===== src/rtl/clock_repl_state_pkg.sv =====
// clock_repl_state_pkg: shared cache types and helpers for the replacement-state store
package clock_repl_state_pkg;
   localparam int ASSOCITIVITY = 4;
   localparam int NUM_SETS = 16;
   localparam int SET_W = $clog2(NUM_SETS);
   typedef logic [ASSOCITIVITY-1:0] way_mask_t;
   typedef logic [SET_W-1:0] set_idx_t;
   function automatic way_mask_t rotl1(input way_mask_t x);
      return {x[ASSOCITIVITY-2:0], x[ASSOCITIVITY-1]};
   endfunction
endpackage


===== src/rtl/clock_repl_state_clock_replacement.sv =====
// clock_replacement: combinational clock-algorithm victim selector for one set
module clock_replacement #(
   parameter int WAYS = 4
) (
   input  logic [WAYS-1:0] clock_hand,
   input  logic [WAYS-1:0] use_bits,
   output logic [WAYS-1:0] evicted_block_mask,
   output logic [WAYS-1:0] clock_use_if_evict
);
   logic [2*WAYS-1:0] cand;
   logic [2*WAYS-1:0] first;
   logic [2*WAYS-1:0] sweep;
   logic all_used;
   // unrolled doubled ring: first unused way at/after the hand, and the used ways swept on the way there
   always_comb begin
      cand = {~use_bits, ~use_bits & ~(clock_hand - WAYS'(1))};
      first = cand & (~cand + (2*WAYS)'(1));
      sweep = first - {{WAYS{1'b0}}, clock_hand};
      all_used = &use_bits;
      evicted_block_mask = all_used ? clock_hand : first[WAYS-1:0] | first[2*WAYS-1:WAYS];
      clock_use_if_evict = all_used ? '0 : use_bits & ~(sweep[WAYS-1:0] | sweep[2*WAYS-1:WAYS]);
   end
endmodule


===== src/rtl/clock_repl_state.sv =====
// clock_repl_state: per-set clock hand and use bits with registered victim selection
module clock_repl_state #(
   parameter int ASSOCITIVITY = 4,
   parameter int NUM_SETS = 16,
   localparam int SET_W = $clog2(NUM_SETS)
) (
   input  logic                    i_clk,
   input  logic                    i_rst_n,
   input  logic                    i_hit_valid,
   input  logic [SET_W-1:0]        i_hit_set,
   input  logic [ASSOCITIVITY-1:0] i_hit_way,
   input  logic                    i_victim_valid,
   input  logic [SET_W-1:0]        i_victim_set,
   input  logic [ASSOCITIVITY-1:0] i_invalid_mask,
   output logic                    o_victim_valid,
   output logic [ASSOCITIVITY-1:0] o_victim_mask
);
   import clock_repl_state_pkg::*;
   logic [ASSOCITIVITY-1:0] hand_q [NUM_SETS];
   logic [ASSOCITIVITY-1:0] use_q [NUM_SETS];
   way_mask_t evict;
   way_mask_t clr;
   way_mask_t inv_low;
   way_mask_t victim;
   way_mask_t use_next;
   way_mask_t hand_next;
   way_mask_t hit_merge;
   logic has_inv;
   clock_replacement #(.WAYS(ASSOCITIVITY)) u_sel (
      .clock_hand         (hand_q[i_victim_set]),
      .use_bits           (use_q[i_victim_set]),
      .evicted_block_mask (evict),
      .clock_use_if_evict (clr)
   );
   // invalid ways take priority over the clock; a same-set hit is folded into the victim update
   always_comb begin
      inv_low = i_invalid_mask & (~i_invalid_mask + way_mask_t'(1));
      has_inv = |i_invalid_mask;
      victim = has_inv ? inv_low : evict;
      hit_merge = (i_hit_valid && i_hit_set == i_victim_set) ? i_hit_way : '0;
      use_next = (has_inv ? use_q[i_victim_set] | inv_low : clr | evict) | hit_merge;
      hand_next = has_inv ? hand_q[i_victim_set] : rotl1(evict);
   end
   // state commit; the victim write to a set overrides the plain hit write, which it already includes
   always_ff @(posedge i_clk) begin
      if (!i_rst_n) begin
         for (int s = 0; s < NUM_SETS; s++) begin
            hand_q[s] <= ASSOCITIVITY'(1);
            use_q[s] <= '0;
         end
         o_victim_valid <= 1'b0;
         o_victim_mask <= '0;
      end else begin
         o_victim_valid <= i_victim_valid;
         o_victim_mask <= i_victim_valid ? victim : '0;
         if (i_hit_valid) use_q[i_hit_set] <= use_q[i_hit_set] | i_hit_way;
         if (i_victim_valid) begin
            hand_q[i_victim_set] <= hand_next;
            use_q[i_victim_set] <= use_next;
         end
      end
   end
endmodule


===== config.mk =====
export PLATFORM = sky130hd
export DESIGN_NAME = clock_repl_state
export DESIGN_NICKNAME = d
export VERILOG_FILES = /design/src/rtl/clock_repl_state_pkg.sv /design/src/rtl/clock_repl_state_clock_replacement.sv /design/src/rtl/clock_repl_state.sv
export SDC_FILE = /design/constraint.sdc
export NUM_CORES = 1
export LEC_CHECK = 0
export CAP_MARGIN = 25
export CELL_PAD_IN_SITES_DETAIL_PLACEMENT = 1
export CELL_PAD_IN_SITES_GLOBAL_PLACEMENT = 2
export CORE_MARGIN = 4
export CORE_UTILIZATION = 39
export CTS_BUF_LIST = sky130_fd_sc_hd__clkbuf_16
export DETAILED_ROUTE_END_ITERATION = 6
export GPL_ROUTABILITY_DRIVEN = 0
export GPL_TIMING_DRIVEN = 0
export HOLD_SLACK_MARGIN = 0.06
export PLACE_DENSITY = 0.83
export SETUP_SLACK_MARGIN = 0.2
export SYNTH_ARGS = -nofsm -noshare
export SYNTH_HDL_FRONTEND = slang
export SYNTH_SLANG_ARGS = --single-unit
export TNS_END_PERCENT = 50

===== constraint.sdc =====
create_clock -name i_clk -period 5.04 [get_ports i_clk]
set_input_delay 1.008 -clock i_clk [delete_from_list [all_inputs] [get_ports i_clk]]
set_output_delay 1.008 -clock i_clk [all_outputs]
set_load 0.01 [all_outputs]

# After elaboration in Yosys (flattened, before gate mapping)
# Memories as Yosys holds them, arrays and structs flattened.
# Index checks and enable logic that the tools add are counted.
# W data, S select, Z words.
[word_totals] inputBits=20 n_memories=2 ramBits=128 reg_bits=5
[op_classes] bitwise_logic=15 eq_ne=1 n_reduce_logical=7 n_addsub=4 muxes=22
[mem_list] name="hand_q" words=16 width=4 read_ports=1 rd_ports_with_merged_regs=0 wr=16 line_no="clock_repl_state.sv:19" rtl="logic [ASSOCITIVITY-1:0] hand_q [NUM_SETS];"
[mem_list] name="use_q" words=16 width=4 read_ports=2 rd_ports_with_merged_regs=0 wr=16 line_no="clock_repl_state.sv:20" rtl="logic [ASSOCITIVITY-1:0] use_q [NUM_SETS];"
[ops] operator="$mux W4" count=12
[ops] operator="$or A4 B4 Y4" count=6
[ops] operator="$not A4 Y4" count=4
[ops] operator="$reduce_or A4 Y1" count=4
[ops] operator="$and A4 B4 Y4" count=3
[ops] operator="$mux W1" count=10
[ops] operator="$add A8 B1 Y8 const B" count=1
[ops] operator="$and A8 B8 Y8" count=1
[ops] operator="$not A8 Y8" count=1
[ops] operator="$sub A8 B4 Y8" count=1
[ops] operator="$add A4 B1 Y4 const B" count=1
[ops] operator="$eq A4 B4 Y1" count=1
[ops] operator="$reduce_and A4 Y1" count=1
[ops] operator="$sub A4 B1 Y4 const B" count=1
[ops] operator="$reduce_and A2 Y1" count=1
[ops] operator="$logic_and A1 B1 Y1" count=1

# Depth between registers and ports, before layout
# An unclocked memory read counts as a cell.
[logic_depth] ltp_word=16 depth_mapped=23 depth_no_buf=18

# By module
# Synthesis repeated with hierarchy kept, for this count alone.
[hier_totals] hier_cells=621 area_unflattened_um2=7733.7
[modules_own_cells] module="clock_repl_state" instances=1 area_each_um2=7323.3 cells_per_inst=562
[modules_own_cells] module="clock_replacement" instances=1 area_each_um2=410.4 cells_per_inst=59

# Worst setup path after synthesis
# Ideal clock, no wire load.
[synth_timing] path_type="input-to-reg" from="in i_victim_set[3]" to="mem use_q[11][3], data pin" setup_slack_ns=-0.220 t_arrival_ns=4.993 path_stages=20 required_time_ns=4.773 setup_ns=0.267 cell_sequence="buf_2 -> nor2b_1 -> clkbuf_1 -> nand2_1 -> nand4_1 -> clkinv_1 -> ha_1 -> and4b_1 -> nor4_1 -> a31o_2 -> nand2b_1 -> inv_1 -> ha_1 -> clkbuf_1 -> a21o_1 -> o21ai_0 -> o311ai_2 -> a311oi_2 -> buf_2 -> o22ai_1"
[synth_lines] element="from (decl)" line_no="clock_repl_state.sv:13" rtl="input logic [SET_W-1:0] i_victim_set,"
[synth_lines] element="to (decl)" line_no="clock_repl_state.sv:20"

==> impl_metrics.ini <==
[run_status]
status = finished, final reports clean

[sta]
hold_violations = 0
setup_ws_ns = 0.156
fin_worst_skew_ns = 0.00976
rsz0062_at_grt = yes
fmax_mhz = 205
slew_headroom_pct = 37.1
fin_crit_sh_pct = 96.9
layout_min_cycle_time_ns = 4.88
worst_pin_slew_ns = 0.940
finalSetupViolCount = 0
maxSlewViolCount = 0

[die]
die_area_sq_mm = 0.0216
die_y_um = 147
placementRows = 50
io_pins = 25
start_util_pct = 39.9
die_w_um = 147
fp.coreArea_sq_mm = 0.0188

[cells_and_area]
drive_gt1_share_pct = 31.9
nNetsFinal = 721
finish.instance_area_sq_mm = 0.00968
antenna_cells = 0
fill_cells = 1915
area_delta_synth_final_pct = 28.8

[worst_setup_path]
cp_data_arrival_time_ns = 5.02
path_max_fanout = 10
crit_type = in -> reg
end_kind = flop
critPathSlowestCell = clkbuf_1
slowest_delay_ns = 0.70
crit_buf_inv = 4
crit_path_start_kind = input port
cp_top_family = buffers and inverters
path_cells = clkdlybuf4s50_1 -> clkbuf_1 -> clkbuf_1 -> mux4_2 -> mux4_2 -> nor2_1 -> clkbuf_1 -> o22ai_2
crit_top_cell = clkbuf_1
required_ns = 5.17

[logic_synthesis]
avgSynthCellArea_sq_um = 12.4
post-synth-top-area-cell = edfxtp_1
ys_seq_area_share_pct = 52.5
synth.most_common_cell = edfxtp_1
netlist_area_sq_mm = 0.00752
synth_top_area_share_pct = 51.1
synth_cell_type_count = 63
syn_nets = 633
synthTopCellsByCount = edfxtp_1, nor2_1, o22ai_1
yosysWarnings = 0
synthTopCellsByArea = edfxtp_1, mux4_2, o22ai_1
ys_async_sr_fraction_pct = 0
synth_ff_type = edfxtp_1
ys_seq_elements = 133
synth_edf_count = 128
synthCells = 608

[cts]
cts_max_path_buffers = 2
clk_pin_slew_ns = 0.06
cts.sinks = 133
cts_buffers = 17
cts_root_buf = clkbuf_16
htree_num_levels = 4
clkLatencyLatePin_ns = 0.43
cts_tree = built
cts_hold_buffers = 0

[placed_design]
place_area_sq_mm = 0.00818
dp.final_hpwl_um = 18700
preCtsSetupSlack_ns = -1.91
port_buffers = 23

[detailed_routing]
wl_per_cell_um = 27.7
post-route-drc-count = 0
drt_iter0_drc = 746
postRouteAntennaNets = 0
num_vias = 6239
dr.pass1.iters = 7
wirelength_um = 26800
viasPerCell = 6.44

[global_route]
grt-ovfl-total = 0
grt_pass1_vias = 6213
grt_use_total_pct = 24.1
grt_max_degree = 17
grt_pass1_wl_um = 38700
antenna_found_initial = 0

[pwr]
powerDensity_mw_per_mm2 = 341
p_int_mw = 2.35
clkPwrFrac_pct = 39.1
fin_total_pwr_mw = 3.30
power_frac_seq_pct = 38.7
ir_drop_mv = 0.268
p_switching_mw = 0.946
p_sw_share_pct = 28.7
p_leak_nw = 3.41
pwr-share-comb_pct = 22.2

[job]
max_cap_violations = 0

[hold_path]
hp-class = reg -> reg
[tightest hold or removal path, cell delays in order (launching register included)]
cell and delay [ns]:
edfxtp_1 0.33, mux4_2 0.23, mux4_2 0.22, nor2_1 0.13, o22ai_1 0.13
[flip-flops by register name, summed over array words and instances (netlist names)]
register,count
hand_q,64
use_q,64
o_victim_valid,1
o_victim_mask,4
[layout by cell type, fill, tap and decap left out, types with 4 or more instances in the layout]
cell type        instances
a21o_1                  15
a21oi_1                  9
a21oi_2                  5
a22oi_1                  6
and4_1                   4
buf_1                    4
buf_12                   4
buf_2                   10
buf_4                   29
buf_6                   18
clkbuf_1                13
clkbuf_16               18
clkbuf_2                 4
clkdlybuf4s50_1         20
clkinvlp_4               4
dfxtp_1                  5
edfxtp_1               128
inv_1                    8
inv_6                    4
mux2i_1                  4
mux4_1                   8
mux4_2                  42
nand2_1                 60
nand2b_1                 5
nand3_1                 38
nand4_1                  7
nor2_1                  64
nor2b_1                  5
nor3_1                   5
o22ai_1                 35
o22ai_2                 28
[per-layer routing]
metal / track usage (%) / wire length (um) / up-vias
li1: - / - / 2619
met1: 30.3 / 10200 / 3226
met2: 42.5 / 13500 / 329
met3: 4.38 / 2200 / 65
met4: 7.15 / 836 / 0
met5: 0 / 0 / -
[power by group through the flow]
stage / Clock, mW / Sequential (mW) / Combinational, mW
3_5_place_dp: 0 / 1.30 / 0.510
4_1_cts: 1.29 / 1.27 / 0.598
2_1_floorplan: 0 / 1.29 / 0.350
3_3_place_gp: 0 / 1.29 / 0.492
5_1_grt: 1.35 / 1.28 / 0.768
6_report: 1.29 / 1.28 / 0.731
[timing repair]
item / CTS / global route
cloned: 1 / 3
pin swaps: 9 / 23
setup endpoints to repair: 130 / 64
setup buffers: 26 / 11
resized for setup: 57 / 76
[path summary, 6_finish.rpt]
check | cells after the start | start | slack (ns) | end
max | 8 | i_hit_set[1] | 0.16 | use_q[7][2]
min | 4 | use_q[11][1] | 1.17 | use_q[15][1]
min reg2reg | 4 | use_q[11][1] | 1.17 | use_q[15][1]
max reg2reg | 19 | hand_q[1][1] | 0.71 | use_q[5][3]
[per-stage QoR]
stage	TNS (ns)	hold WS (ns)	instances	utilization (%)
floorplan	0	1.00	608	-
global placement	-149.91	1.07	891	43.3
detailed placement	-158.08	1.14	895	43.4
CTS	0	1.14	954	48.9
global route	0	1.20	969	51.4
finish	0	1.17	969	51.4
[final cells by class]
type	count	area [sq um]	area share, %
tap	260	325	3.36
multi-input combinational	420	3750	38.7
sequential	133	3940	40.7
buffer	45	370	3.82
inverter	10	46.3	0.478
timing repair buffer	69	649	6.71
clock inverter	15	178	1.83
clock buffer	17	425	4.39
[logic make-up (layout without fill, tap and decap cells)]
group | count (synthesis) | after routing | synth area share, %
compound gates | 131 | 131 | 12.2
xor+xnor | 5 | 5 | 0.583
fa+ha+maj | 5 | 5 | 0.932
buf+inv | 55 | 156 | 3.56
flops | 133 | 133 | 52.5
mux | 57 | 57 | 16.3
simple gates | 222 | 222 | 13.9
Power figures use the tool's default switching activity.
